`src/rtl/nibble_logic_sequencer_pkg.sv`:
```
// Shared definitions for the nibble logic sequencer: operation codes,
// FSM state encodings and default geometry.
package nibble_logic_sequencer_pkg;

  // Logic operation applied by the shared slice
  typedef enum logic [1:0] {
    OP_AND = 2'b00,
    OP_OR  = 2'b01,
    OP_XOR = 2'b10,
    OP_NOR = 2'b11
  } op_e;

  // Sequencer FSM states
  typedef enum logic [1:0] {
    S_IDLE = 2'b00,
    S_RUN  = 2'b01,
    S_DONE = 2'b10
  } state_e;

  localparam int DEF_WIDTH   = 32;
  localparam int DEF_SLICE_W = 4;

  // Index counter width; never below one bit so the counter always exists
  function automatic int idx_width(input int nibbles);
    return (nibbles > 1) ? $clog2(nibbles) : 1;
  endfunction

endpackage

```
`src/rtl/nibble_logic_sequencer_if.sv`:
```
// Operand/result bus of the nibble logic sequencer.
// NIBBLE_SEQ_ZERO_FLAG_EN adds the zero result flag to the bus.
interface nibble_logic_sequencer_if #(
  parameter int WIDTH = 32
);
  logic             start;
  logic [1:0]       op;
  logic [WIDTH-1:0] a;
  logic [WIDTH-1:0] b;
  logic             busy;
  logic             done;
  logic [WIDTH-1:0] out;
`ifdef NIBBLE_SEQ_ZERO_FLAG_EN
  logic             zero;

  modport master (output start, op, a, b, input busy, done, out, zero);
  modport slave  (input start, op, a, b, output busy, done, out, zero);
`else
  modport master (output start, op, a, b, input busy, done, out);
  modport slave  (input start, op, a, b, output busy, done, out);
`endif
endinterface

```
`src/rtl/nibble_logic_sequencer_slice.sv`:
```
// Combinational SLICE_W-bit logic unit shared across all operand nibbles.
module nibble_logic_slice
  import nibble_logic_sequencer_pkg::*;
#(
  parameter int SLICE_W = 4
) (
  input  logic [1:0]         i_op,
  input  logic [SLICE_W-1:0] i_a,
  input  logic [SLICE_W-1:0] i_b,
  output logic [SLICE_W-1:0] o_out
);

  // Pure bitwise selection; no carries between bits or slices
  always_comb begin
    o_out = '0;
    case (i_op)
      OP_AND:  o_out = i_a & i_b;
      OP_OR:   o_out = i_a | i_b;
      OP_XOR:  o_out = i_a ^ i_b;
      OP_NOR:  o_out = ~(i_a | i_b);
      default: o_out = '0;
    endcase
  end

endmodule

```
`src/rtl/nibble_logic_sequencer.sv`:
```
// Multi-cycle bitwise logic unit: latches operands on start and pushes one
// nibble per clock through a single shared slice, LSB nibble first.
// Optional: define NIBBLE_SEQ_ZERO_FLAG_EN to add the zero result flag.
module nibble_logic_sequencer
  import nibble_logic_sequencer_pkg::*;
#(
  parameter int WIDTH   = DEF_WIDTH,
  parameter int SLICE_W = DEF_SLICE_W
) (
  input  logic                      clk,
  input  logic                      rst,
  nibble_logic_sequencer_if.slave   bus
);

  localparam int NIBBLES = WIDTH / SLICE_W;
  localparam int IDX_W   = idx_width(NIBBLES);
  localparam logic [IDX_W-1:0] LAST_IDX = IDX_W'(NIBBLES - 1);

  state_e             r_state;
  state_e             w_state_nxt;
  logic [IDX_W-1:0]   r_idx;
  logic [1:0]         r_op;
  logic [SLICE_W-1:0] r_a_nib   [NIBBLES];
  logic [SLICE_W-1:0] r_b_nib   [NIBBLES];
  logic [SLICE_W-1:0] r_out_nib [NIBBLES];
  logic [SLICE_W-1:0] w_slice;
  logic               w_accept;
  logic               w_last;
  logic               w_busy;
  logic               w_done;

  assign w_accept = (r_state == S_IDLE) && bus.start;
  assign w_last   = (r_idx == LAST_IDX);

  nibble_logic_slice #(
    .SLICE_W (SLICE_W)
  ) u_slice (
    .i_op  (r_op),
    .i_a   (r_a_nib[r_idx]),
    .i_b   (r_b_nib[r_idx]),
    .o_out (w_slice)
  );

  // FSM state register
  always_ff @(posedge clk) begin
    if (rst) r_state <= S_IDLE;
    else     r_state <= w_state_nxt;
  end

  // FSM next-state and status decode
  always_comb begin
    w_state_nxt = r_state;
    w_busy      = 1'b0;
    w_done      = 1'b0;
    case (r_state)
      S_IDLE: if (bus.start) w_state_nxt = S_RUN;
      S_RUN: begin
        w_busy = 1'b1;
        if (w_last) w_state_nxt = S_DONE;
      end
      S_DONE: begin
        w_done      = 1'b1;
        w_state_nxt = S_IDLE;
      end
      default: w_state_nxt = S_IDLE;
    endcase
  end

  assign bus.busy = w_busy;
  assign bus.done = w_done;

  // Nibble index: cleared on accept, advances during RUN, stops at the last nibble
  always_ff @(posedge clk) begin
    if (rst) begin
      r_idx <= '0;
    end else if (w_accept) begin
      r_idx <= '0;
    end else if (r_state == S_RUN && !w_last) begin
      r_idx <= r_idx + 1'b1;
    end
  end

  // Operand latches and per-nibble result writes
  always_ff @(posedge clk) begin
    if (rst) begin
      r_op <= '0;
      for (int i = 0; i < NIBBLES; i++) begin
        r_a_nib[i]   <= '0;
        r_b_nib[i]   <= '0;
        r_out_nib[i] <= '0;
      end
    end else if (w_accept) begin
      r_op <= bus.op;
      for (int i = 0; i < NIBBLES; i++) begin
        r_a_nib[i]   <= bus.a[i*SLICE_W +: SLICE_W];
        r_b_nib[i]   <= bus.b[i*SLICE_W +: SLICE_W];
        r_out_nib[i] <= '0;
      end
    end else if (r_state == S_RUN) begin
      r_out_nib[r_idx] <= w_slice;
    end
  end

  // Pack the nibble result registers onto the output bus
  for (genvar g = 0; g < NIBBLES; g++) begin : g_pack
    assign bus.out[g*SLICE_W +: SLICE_W] = r_out_nib[g];
  end

`ifdef NIBBLE_SEQ_ZERO_FLAG_EN
  logic r_acc;
  logic r_zero;

  // Zero flag from an OR accumulated over written nibbles, resolved on the last one
  always_ff @(posedge clk) begin
    if (rst || w_accept) begin
      r_acc  <= 1'b0;
      r_zero <= 1'b0;
    end else if (r_state == S_RUN) begin
      r_acc <= r_acc | (|w_slice);
      if (w_last) r_zero <= ~(r_acc | (|w_slice));
    end
  end

  assign bus.zero = r_zero;
`endif

endmodule

```
`src/flat_wrapper.sv`:
```
// flat-port wrapper written by rule: the top's interface ports become plain ports
module nibble_logic_sequencer_flat import nibble_logic_sequencer_pkg::*;
#(
  parameter int WIDTH   = DEF_WIDTH,
  parameter int SLICE_W = DEF_SLICE_W
)
  (clk, rst, bus_start, bus_op, bus_a, bus_b, bus_busy, bus_done, bus_out);
  nibble_logic_sequencer_if #(.WIDTH(WIDTH)) bus_i ();
  input  logic clk;
  input  logic rst;
  input wire logic [$bits(bus_i.start)-1:0] bus_start;
  input wire logic [$bits(bus_i.op)-1:0] bus_op;
  input wire logic [$bits(bus_i.a)-1:0] bus_a;
  input wire logic [$bits(bus_i.b)-1:0] bus_b;
  output wire logic [$bits(bus_i.busy)-1:0] bus_busy;
  output wire logic [$bits(bus_i.done)-1:0] bus_done;
  output wire logic [$bits(bus_i.out)-1:0] bus_out;
  assign bus_i.start = bus_start;
  assign bus_i.op = bus_op;
  assign bus_i.a = bus_a;
  assign bus_i.b = bus_b;
  assign bus_busy = bus_i.busy;
  assign bus_done = bus_i.done;
  assign bus_out = bus_i.out;
  nibble_logic_sequencer #(.WIDTH(WIDTH), .SLICE_W(SLICE_W)) u_core (.clk(clk), .rst(rst), .bus(bus_i));
endmodule
```
`config.mk`:
```
export PLATFORM = sky130hd
export DESIGN_NAME = nibble_logic_sequencer_flat
export DESIGN_NICKNAME = d
export VERILOG_FILES = /design/src/rtl/nibble_logic_sequencer_pkg.sv /design/src/rtl/nibble_logic_sequencer_if.sv /design/src/rtl/nibble_logic_sequencer_slice.sv /design/src/rtl/nibble_logic_sequencer.sv /design/src/flat_wrapper.sv
export SDC_FILE = /design/constraint.sdc
export NUM_CORES = 1
export LEC_CHECK = 0
export BUFFER_PORTS_ARGS = -buffer_cell sky130_fd_sc_hd__buf_2
export CAP_MARGIN = 10
export CORE_ASPECT_RATIO = 0.7
export CORE_MARGIN = 4
export CORE_UTILIZATION = 53
export CTS_BUF_LIST = sky130_fd_sc_hd__clkbuf_4 sky130_fd_sc_hd__clkbuf_8 sky130_fd_sc_hd__clkbuf_16
export CTS_CLUSTER_SIZE = 24
export DETAILED_ROUTE_END_ITERATION = 8
export PLACE_DENSITY = 0.8
export RECOVER_POWER = 50
export SYNTH_ARGS = -nofsm -noshare
export SYNTH_HDL_FRONTEND = slang
export SYNTH_HIERARCHICAL = 1
export SYNTH_SLANG_ARGS = --single-unit
export TNS_END_PERCENT = 30
```
`constraint.sdc`:
```
create_clock -name clk -period 3.1 [get_ports clk]
set_input_delay 0.31 -clock clk [delete_from_list [all_inputs] [get_ports clk]]
set_output_delay 0.31 -clock clk [all_outputs]
set_load 0.01 [all_outputs]
```
* Word-level counts from Yosys, hierarchy flattened
Memories as Yosys holds them, arrays and structs flattened. A register that Yosys moved wholly into a read port is not among the register bits. Cells that the tools add are included.
Storage, ports and cells: register bits after elaboration 7, bits in latches 0, bits in writable memories 96, ROM bits 0, word-level logic and storage cells 96, memories kept 3
Operators by class: add/sub/neg operators 1, $mul 0, div/mod/pow operators 0, magnitude comparators 0, eq/ne operators 8, shifts and indexed selects 0, mux-type cells 45, bitwise logic cells 28, reduce and logical (&&, ||, !) cells 8
Memory list:
- u_core.r_a_nib | depth 8, bits a word 4, rd ports 1, clocked after Yosys merged registers in 1, wr ports 8, line nibble_logic_sequencer.sv:23 | logic [SLICE_W-1:0] r_a_nib [NIBBLES];
- u_core.r_b_nib | depth 8, bits a word 4, rd ports 1, clocked after Yosys merged registers in 1, wr ports 8, line nibble_logic_sequencer.sv:24 | logic [SLICE_W-1:0] r_b_nib [NIBBLES];
- u_core.r_out_nib | depth 8, bits a word 4, rd ports 8, clocked after Yosys merged registers in 0, wr ports 8, line nibble_logic_sequencer.sv:25 | logic [SLICE_W-1:0] r_out_nib [NIBBLES];
Operator list (count):
- 2-to-1 mux 4 bit | 25
- bitwise OR 1 bit | 24
- case mux 4 bit (4 select lines) | 1
- 2-to-1 mux 3 bit | 5
- 2-to-1 mux 1 bit | 11
- == test 2 bit (second input constant) | 3
- AND 4 bit | 1
- == test 2 x 1 -> 1 bit (second input constant) | 2
- zero test 2 bit | 2
- 2-to-1 mux 2 bit | 2
- NOT 4 bit | 1
- bitwise OR 4 bit | 1
- case mux 2 bit (2 select lines) | 1
- OR reduction 4 bit | 1
- XOR 4 bit | 1
- adder 3 x 1 -> 3 bit (second input constant) | 1
- == test 3 bit (second input constant) | 1
- logical AND 1 bit | 2
- inequality test 2 x 1 -> 1 bit (second input constant) | 1
- inequality test 2 bit (second input constant) | 1
- AND reduction 2 bit | 1
- OR reduction 2 bit | 1
- zero test 1 bit | 1

* Logic depth before layout (Yosys ltp)
Gate-level depths: netlist of run 1.
depth in word-level cells 7, depth in mapped cells 9, depth with buffers taken out 7

* Cells and area by module
The synthesis of run 1 kept the hierarchy.
By module, submodules not included:
- nibble_logic_sequencer | instances 1, cells an instance 284, area each 4565.6 um^2, seq. area each 3083.0 um^2
- nibble_logic_slice | instances 1, cells an instance 30, area each 260.2 um^2, seq. area each 0.0 um^2

* Worst setup path after synthesis of run 1
Ideal clock, no wire load.
path type register -> register, start point register u_core.r_state[1], end point memory u_core.r_a_nib[0][0] (enable), library setup time 422 ps, data arrival time 2256 ps, data required time 2678 ps, setup slack 422 ps, cell stages (with the launch flop) 6, period minus slack after synthesis 2678 ps, path through dfxtp_1 buf_2 nor3b_1 nor2_1 clkbuf_1 inv_1
RTL lines:
- from (decl) | line nibble_logic_sequencer.sv:19 | state_e r_state;
- from (signal assigned) | line nibble_logic_sequencer.sv:47 | else r_state <= w_state_nxt;
- to (decl) | line nibble_logic_sequencer.sv:23

==> results of run 1 <==
path summary, 6_finish.rpt:
kind | start | endpoint | slack [ps]
worst min register to register | u_core/r_op[0] | u_core/r_op[0] | 650
worst min-delay path | bus_op[0] | u_core/r_op[0] | 190
worst max register to register | flop | u_core/r_out_nib[7][3] | 460
worst max-delay path | flop | u_core/r_out_nib[7][3] | 460
final cells by class:
cell class                 count  area (um^2)
fill                         643         2960
inverter                       9         33.8
multi-input combinational    183         1610
clock buffer                   9          225
sequential                   106         3080
tap                          120          150
clock inverter                 7         61.3
timing repair buffer         110          531
where the power goes:
group / leakage [uW] / total [uW] / switching [uW] / internal (uW)
clock network: 0.000140 / 1080 / 518 / 562
registers: 0.00112 / 1720 / 36.8 / 1680
logic: 0.00105 / 353 / 190 / 163
placed cells by master, fill, tap and decap left out, drive strengths merged:
cell type / instances
nor3b: 3
and2b: 1
nor2b: 18
nor4: 1
nand2b: 6
nand4bb: 1
or4b: 1
and2: 80
inv: 13
xor2: 4
mux4: 16
nor3: 4
nand3b: 1
clkinvlp: 1
a22o: 2
and3b: 1
buf: 73
mux2i: 10
edfxtp: 96
ha: 10
or2: 1
dfxtp: 10
xnor2: 1
nand4b: 1
clkbuf: 46
mux2: 8
nor2: 10
clkinv: 2
o21ai: 3
state kept, by name, summed over array words and instances, names as in the netlist, named ones only:
register / cells
u_core/r_a_nib: 32
u_core/r_b_nib: 32
u_core/r_idx: 3
u_core/r_op: 2
u_core/r_out_nib: 32
u_core/r_state: 2
synth_stat cells, drive strengths merged (8+ instances only):
cell    number
and2        80
mux2i       10
mux2         8
ha          10
buf          8
mux4        16
nor2        10
inv          9
clkbuf       8
nor2b       18
dfxtp       10
edfxtp      96
metrics by stage:
| stage | std cells | hold WS, ps | power, uW | cell area, um^2 |
|---|---|---|---|---|
| 5_1_grt | 544 | 176 | 3300 | 5700 |
| 3_3_place_gp | 527 | 540 | 2090 | 5460 |
| 4_1_cts | 543 | 178 | 3180 | 5740 |
| 3_5_place_dp | 527 | 537 | 2110 | 5460 |
| 6_report | 544 | 188 | 3150 | 5700 |
| 2_1_floorplan | 314 | 436 | 1960 | 4830 |
cell families after synthesis:
kind of cell,count (synthesis),synth area share
muxes,34,0.127
and+or+nand+nor,129,0.166
AOI/OAI and AO/OA,5,0.00674
DFF,106,0.639
adders and majority gates,10,0.0259
xor gates and xnor gates,5,0.00907
buffers and inverters,25,0.0267
critical path: stages, from the launching register on:
cell     delay [ps]
dfxtp_1         310
buf_4           270
mux4_1          650
mux2_2          320
inv_1            80
ha_1            230
mux2i_1         130
mux2i_1          90
buf_4           180
and2_1          140
metal layers:
metal | up-vias | routed length (um) | global-route usage
li1 | 1351 | - | -
met1 | 1346 | 4140 | 0.243
met2 | 108 | 4340 | 0.300
met3 | 9 | 641 | 0.0594
met4 | 0 | 72 | 0.0366
met5 | - | 0 | 0
==> flow_summary.json, run 1 <==
{
  "grt_max_degree": 53,
  "synth_top_area_frac": 0.597,
  "post_cts_resized": 0,
  "setup_viol": 0,
  "power.density_nw_per_um2": 553,
  "clk_latency_ps": 340,
  "synth_seq_area_share": 0.639,
  "r2r_cells": 9,
  "drc_errors": 0,
  "holdPathStages": 2,
  "finalWorstSetupSlack_ps": 457,
  "cts_root_buf": "clkbuf_16",
  "cts_tree": "built",
  "rsz0062_at_grt": "false",
  "h-tree-depth": 3,
  "max_slew_margin": 0.281,
  "cp_max_fo": 16,
  "ant_nets": 0,
  "ys_ff_latch": 106,
  "io_pins": 103,
  "antenna_found_initial": 0,
  "yosys_most_used_dff": "edfxtp_1",
  "max_freq_mhz": 378,
  "place_ws_ps": 508,
  "crit_arrival_ps": 2740,
  "n_antenna_cell": 0,
  "cts.clk_slew.worst_paths_ps": 70,
  "routabilityCongestion": 0.745,
  "hold_viol_final": 0,
  "drive_above_1_share": 0.236,
  "cts_setup_buffers": 0,
  "track_usage": 0.182,
  "fin_setup_tns_ps": 0,
  "die_h_um": 87.8,
  "synth_cells": 314,
  "drt-pass1-iter-count": 4,
  "clock_path_buffers": 2,
  "vdd_drop_max_mv": 0.254,
  "slew_viol_final": 0,
  "worst_slew_pin_slew_ps": 1080,
  "routedWlPerCell_um": 16.9,
  "cts_buffers": 9,
  "status": "completed",
  "vias": 2814,
  "grt_first_pass_wirelength_um": 14600,
  "nets": 498,
  "crit_path_end_kind": "flop",
  "start_util": 0.558,
  "clock-sinks": 106,
  "cp_data_required_time_ps": 3200,
  "max_cap_viol_count": 0,
  "dp_hpwl_um": 6680,
  "postSynth.asyncResetShare": 0,
  "ys_top_cells_by_area": "edfxtp_1 60%, and2_1 10%, mux4_1 8.7%, dfxtp_1 4.1%, ha_1 2.6%",
  "gr-total-overflow": 0,
  "die_area_um2": 10700,
  "skew_ps": 5.98,
  "die_w_um": 122,
  "path_class": "reg2reg",
  "area_growth_pct": 18.1,
  "avgSynthCellArea_um2": 15.4,
  "first_iter_violations": 226,
  "cts_hold_buf": 0,
  "yosysTopAreaCell": "edfxtp_1",
  "synth-edff-count": 96,
  "syn_nets": 393,
  "syn_area_um2": 4830,
  "synth_cell_type_count": 31,
  "fin_util": 0.658,
  "routed_wl_um": 9190,
  "port_buffers": 102,
  "fp-row-count": 28,
  "fin_crit_sh": 0.853,
  "cp-start-kind": "flop",
  "vias_per_cell": 5.17,
  "ys_warn_count": 6,
  "leakage_uw": 0.00231,
  "hold_class": "in2reg",
  "core-area_um2": 8650,
  "fin_crit_ps": 2640,
  "grt_pass1_vias": 2910
}
(Power assumes the default switching activity.)
==> run 2: changes to the inputs <==
CORE_ASPECT_RATIO = 2   (was 0.7)
==> flow_summary.json, run 2 (synthesis gave the netlist of run 1 again) <==
{
  "n_antenna_cell": 0,
  "cts.clk_slew.worst_paths_ps": 70,
  "die_w_um": 75.5,
  "leakage_uw": 0.00228,
  "h-tree-depth": 3,
  "cts_hold_buf": 0,
  "antenna_found_initial": 0,
  "setup_viol": 0,
  "cts_buffers": 9,
  "drc_errors": 0,
  "final_common_cell": "edfxtp_1",
  "drive_above_1_share": 0.230,
  "clk_latency_ps": 340,
  "cts_root_buf": "clkbuf_16",
  "fin_crit_sh": 0.883,
  "min_from": "bus_op[1]",
  "max_slew_margin": 0.0517,
  "power_frac_clock": 0.346,
  "critPathMaxStageDelay_ps": 650,
  "grt_max_degree": 52,
  "hold_class": "in2reg",
  "routed_wl_um": 8690,
  "p_sw_uw": 743,
  "post_cts_resized": 0,
  "track_usage": 0.167,
  "max_cap_viol_count": 0,
  "drt-pass1-iter-count": 4,
  "gr-total-overflow": 0,
  "cts_setup_buffers": 0,
  "die_area_um2": 10800,
  "cp_slowest_cell": "mux4_1",
  "fillerInstances": 671,
  "clock_path_buffers": 2,
  "start_util": 0.539,
  "first_iter_violations": 90,
  "vias_per_cell": 5.26,
  "internal-power_uw": 2400,
  "core-area_um2": 8950,
  "fin_setup_tns_ps": 0,
  "worstPathCellList": "buf_4 > mux4_1 > mux2_2 > inv_1 > ha_1 > xor2_1 > mux2i_1 > and2_1",
  "routabilityCongestion": 0.781,
  "max_freq_mhz": 365,
  "crit_arrival_ps": 2940,
  "power.density_nw_per_um2": 555,
  "skew_ps": 6.92,
  "rsz0062_at_grt": "false",
  "reg.largest.list": "u_core/r_a_nib (32), u_core/r_b_nib (32), u_core/r_out_nib (32)",
  "pwr-share-seq": 0.547,
  "nets": 495,
  "finalPower_uw": 3140,
  "layout_common_cells": "96 x edfxtp_1, 67 x buf_2, 48 x and2_1",
  "grt_pass1_vias": 2701,
  "cp_max_fo": 16,
  "cp_data_required_time_ps": 3300,
  "crit_path_end_kind": "flop",
  "grt_first_pass_wirelength_um": 12800,
  "cp-start-kind": "flop",
  "routedWlPerCell_um": 16.6,
  "ant_nets": 0,
  "power_frac_comb": 0.107,
  "port_buffers": 102,
  "vdd_drop_max_mv": 0.543,
  "fin_crit_ps": 2740,
  "fp-row-count": 49,
  "worst_slew_pin_slew_ps": 1420,
  "io_pins": 103,
  "clock-sinks": 106,
  "path_class": "reg2reg",
  "vias": 2750,
  "die_h_um": 143,
  "hold_viol_final": 0,
  "slew_viol_final": 0,
  "p_sw_frac": 0.236,
  "cts_tree": "built",
  "status": "completed",
  "dp_hpwl_um": 6670,
  "area_growth_pct": 17.5
}
## run 2: worst paths after layout
kind / cells past startpoint / endpoint / slack (ps)
hold / removal: 2 / u_core/r_op[1] / 190
hold reg to reg: 2 / u_core/r_idx[0] / 630
setup reg to reg: 8 / u_core/r_out_nib[7][3] / 360
setup / recovery: 8 / u_core/r_out_nib[7][3] / 360
## run 2: worst max-delay path, delay by kind of cell (launching register included)
family / cells / cell delay, ps
fa+ha+maj: 1 / 150
xor+xnor: 1 / 60
flops: 1 / 310
buf+inv: 2 / 310
mux: 3 / 1530
simple gates: 1 / 230
## run 2: metal layers
metal,routed length [um],track usage,vias to the layer above
met2,5270,0.324,88
met1,2640,0.147,1301
li1,-,-,1343
met3,487,0.0388,18
met4,293,0.0885,0
met5,0,0,-
## run 2: power by group through the flow
stage / Combinational (uW) / Clock [uW] / Sequential [uW]
2_1_floorplan: 215 / 0 / 1750
3_3_place_gp: 336 / 0 / 1740
3_5_place_dp: 351 / 0 / 1750
4_1_cts: 353 / 1110 / 1720
5_1_grt: 373 / 1160 / 1730
6_report: 338 / 1090 / 1720
## run 2: metrics by stage
stage / hold slack (ps) / setup WS [ps] / instances / instance area (um^2) / utilization
5_1_grt: 180 / 204 / 523 / 5670 / 0.633
3_5_place_dp: 544 / 376 / 506 / 5410 / 0.605
3_3_place_gp: 537 / 447 / 506 / 5410 / 0.605
4_1_cts: 181 / 344 / 522 / 5710 / 0.638
6_report: 186 / 361 / 523 / 5670 / 0.633
2_1_floorplan: 436 / 422 / 314 / 4830 / -
## run 2: final cells by class
cell class | count | area (um^2) | share of cell area
Timing Repair Buffer | 107 | 509 | 0.0898
Tap cell | 102 | 128 | 0.0225
Clock buffer | 9 | 225 | 0.0397
Inverter | 9 | 33.8 | 0.00596
Sequential cell | 106 | 3080 | 0.544
Clock inverter | 7 | 76.3 | 0.0135
Multi-Input combinational cell | 183 | 1610 | 0.285
